### src/rtl/prng_pkg.sv
// Shared types and constants for the burst-mode PRNG controller.
package prng_pkg;

  localparam int unsigned CSR_W         = 3;
  localparam int unsigned STEP_W        = 8;
  localparam int unsigned DEFAULT_WIDTH = 128;

  localparam logic [CSR_W-1:0] STAT_IDLE     = 3'd0;
  localparam logic [CSR_W-1:0] STAT_DONE     = 3'd1;
  localparam logic [CSR_W-1:0] STAT_BUSY     = 3'd2;
  localparam logic [CSR_W-1:0] STAT_SEED_ERR = 3'd4;

  localparam logic [DEFAULT_WIDTH-1:0] DEFAULT_TAPS = 128'hE1 << 120;

  typedef enum logic [2:0] {
    ST_IDLE,
    ST_LOAD,
    ST_RUN,
    ST_EMIT,
    ST_DONE
  } prngState_t;

  // Completion code, flagging a substituted zero seed.
  function automatic logic [CSR_W-1:0] doneStatus(input logic seedErr);
    return seedErr ? (STAT_DONE | STAT_SEED_ERR) : STAT_DONE;
  endfunction

endpackage

### src/rtl/prng_burst_ctrl_lfsr_core.sv
// Galois LFSR with seed load; an all-zero seed is replaced by 1 so the
// sequence can never lock up.
module lfsr_core
  import prng_pkg::*;
#(
  parameter int unsigned       WIDTH = DEFAULT_WIDTH,
  parameter logic [WIDTH-1:0]  TAPS  = WIDTH'(DEFAULT_TAPS)
) (
  input  logic             clock,
  input  logic             rst_n,
  input  logic             load,
  input  logic [WIDTH-1:0] load_val,
  input  logic             shift,
  output logic [WIDTH-1:0] state_o,
  output logic             zero_seed
);

  localparam logic [WIDTH-1:0] ONE = WIDTH'(1);

  logic [WIDTH-1:0] lfsrState;
  logic [WIDTH-1:0] lfsrNext;

  assign lfsrNext  = (lfsrState >> 1) ^ (lfsrState[0] ? TAPS : '0);
  assign zero_seed = load && (load_val == '0);
  assign state_o   = lfsrState;

  always_ff @(posedge clock or negedge rst_n) begin
    if (!rst_n) begin
      lfsrState <= ONE;
    end else if (load) begin
      lfsrState <= zero_seed ? ONE : load_val;
    end else if (shift) begin
      lfsrState <= lfsrNext;
    end
  end

endmodule

### src/rtl/prng_burst_ctrl.sv
// Burst PRNG controller: seeds an LFSR on start, then streams a programmed
// number of words over valid/ready with CSR status strobes.
module prng_burst_ctrl
  import prng_pkg::*;
#(
  parameter int unsigned      WIDTH          = DEFAULT_WIDTH,
  parameter logic [WIDTH-1:0] TAPS           = WIDTH'(DEFAULT_TAPS),
  parameter int unsigned      STEPS_PER_WORD = 128,
  parameter int unsigned      LEN_W          = 5
) (
  input  logic             clock,
  input  logic             rst_n,
  input  logic             start,
  input  logic             load_seed,
  input  logic             abort,
  input  logic [WIDTH-1:0] seed,
  input  logic [LEN_W-1:0] burst_len,
  output logic [WIDTH-1:0] data_o,
  output logic             data_valid,
  input  logic             data_ready,
  output logic [CSR_W-1:0] csr_o,
  output logic             csr_update,
  output logic             busy
);

  localparam logic [STEP_W-1:0] STEPS_LAST = STEP_W'(STEPS_PER_WORD);
  localparam logic [LEN_W-1:0]  LEN_ONE    = LEN_W'(1);

  prngState_t       state, stateNext;
  logic [WIDTH-1:0] seedReg;
  logic             loadSeedReg;
  logic [LEN_W-1:0] lenReg;
  logic [LEN_W-1:0] wordCnt;
  logic [STEP_W-1:0] stepCnt;
  logic             seedErr;

  logic [WIDTH-1:0] lfsrState;
  logic             zeroSeed;

  logic             latchCmd;
  logic             lfsrLoad;
  logic             lfsrShift;
  logic             capture;
  logic             clrCnt;
  logic             clrStep;
  logic             stepInc;
  logic             wordInc;
  logic             strobe;
  logic [CSR_W-1:0] csrNext;
  logic             transfer;

  assign transfer = data_valid && data_ready;

  lfsr_core #(
    .WIDTH (WIDTH),
    .TAPS  (TAPS)
  ) u_lfsr (
    .clock     (clock),
    .rst_n     (rst_n),
    .load      (lfsrLoad),
    .load_val  (seedReg),
    .shift     (lfsrShift),
    .state_o   (lfsrState),
    .zero_seed (zeroSeed)
  );

  always_ff @(posedge clock or negedge rst_n) begin
    if (!rst_n) state <= ST_IDLE;
    else        state <= stateNext;
  end

  // Strobes are registered, so each one is raised on the edge entering the
  // state it reports; abort outranks everything including a same-cycle transfer.
  always_comb begin
    stateNext = state;
    latchCmd  = 1'b0;
    lfsrLoad  = 1'b0;
    lfsrShift = 1'b0;
    capture   = 1'b0;
    clrCnt    = 1'b0;
    clrStep   = 1'b0;
    stepInc   = 1'b0;
    wordInc   = 1'b0;
    strobe    = 1'b0;
    csrNext   = STAT_IDLE;
    if (state != ST_IDLE && abort) begin
      stateNext = ST_IDLE;
      strobe    = 1'b1;
      csrNext   = STAT_IDLE;
    end else begin
      case (state)
        ST_IDLE: begin
          if (start) begin
            stateNext = ST_LOAD;
            latchCmd  = 1'b1;
            strobe    = 1'b1;
            csrNext   = STAT_BUSY;
          end
        end
        ST_LOAD: begin
          lfsrLoad  = loadSeedReg;
          clrCnt    = 1'b1;
          stateNext = ST_RUN;
        end
        ST_RUN: begin
          lfsrShift = 1'b1;
          stepInc   = 1'b1;
          if (STEP_W'(stepCnt + 8'd1) == STEPS_LAST) begin
            capture   = 1'b1;
            stateNext = ST_EMIT;
          end
        end
        ST_EMIT: begin
          if (transfer) begin
            wordInc = 1'b1;
            if (LEN_W'(wordCnt + LEN_ONE) == lenReg) begin
              stateNext = ST_DONE;
              strobe    = 1'b1;
              csrNext   = doneStatus(seedErr);
            end else begin
              clrStep   = 1'b1;
              stateNext = ST_RUN;
            end
          end
        end
        ST_DONE: stateNext = ST_IDLE;
        default: stateNext = ST_IDLE;
      endcase
    end
  end

  // Command capture, counters, sticky seed error and registered outputs.
  always_ff @(posedge clock or negedge rst_n) begin
    if (!rst_n) begin
      seedReg     <= '0;
      loadSeedReg <= 1'b0;
      lenReg      <= '0;
      wordCnt     <= '0;
      stepCnt     <= '0;
      seedErr     <= 1'b0;
      data_o      <= '0;
      data_valid  <= 1'b0;
      csr_o       <= STAT_IDLE;
      csr_update  <= 1'b0;
      busy        <= 1'b0;
    end else begin
      if (latchCmd) begin
        seedReg     <= seed;
        loadSeedReg <= load_seed;
        lenReg      <= (burst_len == '0) ? LEN_ONE : burst_len;
        seedErr     <= 1'b0;
      end
      if (zeroSeed) seedErr <= 1'b1;

      if (clrCnt) begin
        wordCnt <= '0;
        stepCnt <= '0;
      end else begin
        if (clrStep)      stepCnt <= '0;
        else if (stepInc) stepCnt <= STEP_W'(stepCnt + 8'd1);
        if (wordInc)      wordCnt <= LEN_W'(wordCnt + LEN_ONE);
      end

      if (capture) data_o <= (lfsrState >> 1) ^ (lfsrState[0] ? TAPS : '0);

      data_valid <= (stateNext == ST_EMIT);
      busy       <= (stateNext != ST_IDLE);
      csr_update <= strobe;
      if (strobe) csr_o <= csrNext;
    end
  end

endmodule

### config.mk
export PLATFORM = sky130hd
export DESIGN_NAME = prng_burst_ctrl
export DESIGN_NICKNAME = d
export VERILOG_FILES = /design/src/rtl/prng_pkg.sv /design/src/rtl/prng_burst_ctrl_lfsr_core.sv /design/src/rtl/prng_burst_ctrl.sv
export SDC_FILE = /design/constraint.sdc
export NUM_CORES = 1
export LEC_CHECK = 0
export CORE_ASPECT_RATIO = 0.6
export CORE_MARGIN = 2
export CORE_UTILIZATION = 45
export DETAILED_ROUTE_END_ITERATION = 8
export PLACE_DENSITY = 0.68
export SLEW_MARGIN = 20
export SYNTH_ARGS = -nofsm -noshare
export SYNTH_HDL_FRONTEND = slang
export SYNTH_HIERARCHICAL = 1
export SYNTH_SLANG_ARGS = --single-unit
### constraint.sdc
create_clock -name clock -period 7.24 [get_ports clock]
set_input_delay 1.086 -clock clock [delete_from_list [all_inputs] [get_ports clock]]
set_output_delay 1.086 -clock clock [all_outputs]
set_load 0.02 [all_outputs]
==> qor.csv <==
stage,metric,value,unit
clock_network,h-tree-depth,2,
clock_network,insertion_delay,0.53,ns
synthesis,netlist_instances,1609,
synthesis,synth_cell_types,54,
timing,period_share,0.477,
pwr,leakage,9.90,nW
grt,grt_pass1_wl,70.7,mm
grt,globalRouteOverflowTotal,0,
place,place_congestion,0.800,
critical_path,critPathMaxFanout,104,
pwr,seqPwrFrac,0.516,
die,start_util,0.457,
routing,vias,12400,
synthesis,yosysSeqAreaShare,0.579,
synthesis,syn_nets,1751,
pwr,p_int,0.00489,W
routing,wl_per_cell,18.9,µm
place,dpl.hpwl,30.0,mm
pwr,comb_power_share,0.210,
critical_path,crit_chain,"clkdlybuf4s50_1, nand2b_1, inv_8, buf_4, mux2i_1, o21ai_1",
grt,grt_max_degree,255,
pwr,sw_frac_of_total,0.340,
synthesis,synthAdderAreaFrac,0.00210,
routing,wl,45.1,mm
die,die_h,158,µm
routing,drc,0,
timing,setup_violations,0,
die,placementRows,56,
critical_path,critPathCaptureType,flop,
synthesis,synth-edff-count,0,
layout,nFillCells,3319,
timing,fmax,290,MHz
timing,slew_headroom,0.270,
run,cap_violations,0,
pwr,p_sw,0.00251,W
pwr,cellPowerDensity,335,nW/µm²
timing,tightest_slew,1.09,ns
synthesis,synth-seq-cells,413,
synthesis,avgSynthCellArea,11.1,µm²
critical_path,path_class,in -> reg,
critical_path,crit_arrival,3.81,ns
timing,worst_slack,3.79,ns
die,die_x,261,µm
routing,drt_iter0_drc,976,
synthesis,synthMuxAreaShare,0.172,
clock_network,clock_path_buffers,3,
synthesis,synth-compound-area-share,0.0539,
synthesis,ys.flop_type,dfrtp_1,
place,dp_slack,3.19,ns
clock_network,cts_root_buf,clkbuf_16,
routing,via_per_inst,5.20,
hold_path,hold_class,in -> async,
timing,hold_viol_final,0,
timing,min_period,3.45,ns
critical_path,crit_buf_inv,3,
synthesis,synthTopCellsByCount,"nand2_1, dfrtp_1, mux2i_1, o21ai_1, mux2_4",
layout,postLayoutCoreUtil,0.564,
synthesis,synth_top_family_by_area,multiplexers,
synthesis,yosys.area.top_type,dfrtp_1,
synthesis,syn_area,17900,µm²
critical_path,slowest_delay,0.67,ns
die,coreArea,39100,µm²
clock_network,cts.sinks,413,
critical_path,required,7.59,ns
routing,postRouteAntennaNets,0,
die,die_area,41400,µm²
grt,antenna_found_initial,2,
clock_network,cts_tree,built,
routing,firstDrtPassIters,5,
pwr,ir_drop,0.159,mV
clock_network,cts_buffers,40,
timing,setup_tns,0,ns
pwr,p_total,0.00740,W
grt,grt_pass1_vias,12400,
status,status,finished clean,
synthesis,synthSimpleGateAreaFrac,0.150,
synthesis,synthTopCellsByArea,"dfrtp_1, nand2_1, mux2_4, mux2i_1, o21ai_1",
grt,grt_usage,0.219,
critical_path,start_kind,input pin,
layout,fin_nets,1983,
synthesis,async_reset_ff_frac,1.00,
synthesis,synth_xor_area_frac,0.00869,
die,pin_count,273,
timing,slew_violations,0,
timing,holdWs,0.485,ns
synthesis,post-synth-top-area-fraction,0.577,
layout,area_growth,23.5,%
place,portBuffers,272,
layout,register_area,10300,µm²
layout,drive_gt1_frac,0.0974,
timing,rsz0062_at_grt,false,
clock_network,post_cts_buffers,0,
layout,multi_input_area,6940,µm²
synthesis,ys_warn_count,6,
clock_network,holdBufCountCts,0,
clock_network,clkTransAtPathRegs,0.06,ns
synthesis,yosys.cell_count.top_type,nand2_1,
clock_network,post_cts_resized,0,
critical_path,crit_family,buffers and inverters,
pwr,p_clk_frac,0.274,
timing,skew,0.0169,ns
critical_path,critPathSlowestCell,inv_8,
## worst paths after layout
path                            startpoint             endpoint  slack (ns)  depth (start not counted)
worst max-delay path                 abort  u_lfsr/state_o[104]        3.79                          6
worst min-delay path                 rst_n          data_o[101]        0.49                          1
worst max register to register  stepCnt[0]           data_o[92]        3.95                          7
worst min register to register  data_o[45]           data_o[45]        0.49                          1
max in group asynchronous            rst_n           data_o[60]        5.38                          2
min in group clock              data_o[45]           data_o[45]        0.49                          1
## cell usage in the layout (no fill, tap or decap), drive strengths merged, types with 2 or more instances in the layout
cell,n
a211oi,2
a21o,4
a21oi,5
a22oi,2
a31oi,4
buf,10
clkbuf,63
clkdlybuf4s50,271
clkinv,3
clkinvlp,2
dfrtp,412
ha,3
inv,5
mux2,128
mux2i,126
nand2,551
nand2b,6
nand3,16
nand3b,3
nand4,7
nor2,13
nor2b,3
nor3,13
nor4,33
o211ai,4
o21ai,145
o31ai,2
or3,2
xnor2,8
xor2,7
## sequential cells by signal (all words and copies together), names as in the netlist, 3 cells and up
| name | cells |
|---|---|
| data_o | 128 |
| seedReg | 128 |
| u_lfsr/state_o | 128 |
| stepCnt | 8 |
| lenReg | 5 |
| wordCnt | 5 |
| csr_o | 3 |
| state | 3 |
## metal layers
metal	wire length [µm]	global-route usage
met4	956	0.0528
met1	22200	0.335
met2	19900	0.326
met3	2030	0.0353
met5	12	0
## power by group through the flow
stage,clock [W],combinational [W],sequential [W]
finish,0.00203,0.00155,0.00382
global placement,0,0.00149,0.00382
CTS,0.00208,0.00157,0.00381
global route,0.00219,0.00176,0.00392
detailed placement,0,0.00156,0.00384
floorplan,0,0.00115,0.00355
## kinds of logic after synthesis
family,after synthesis
AOI/OAI and AO/OA,177
xor gates and xnor gates,16
adders and majority gates,3
buffers and inverters,95
DFF,413
muxes,254
and+or+nand+nor,651
## per-stage QoR
stage               cell area (µm²)  std cells
floorplan                     17900       1609
CTS                           22100       2390
global route                  22100       2391
finish                        22100       2391
detailed placement            20800       2321
global placement              20800       2321
## cell type report
type                    instances  area share
diodes                          1    0.000113
clock buffers                  63      0.0552
clock inverters                 6     0.00176
inverters                       4     0.00102
multi-input cells            1101       0.315
flip-flops and latches        413       0.469
well taps                     522      0.0296
repair buffers                281       0.129
Power figures use the tool's default switching activity.
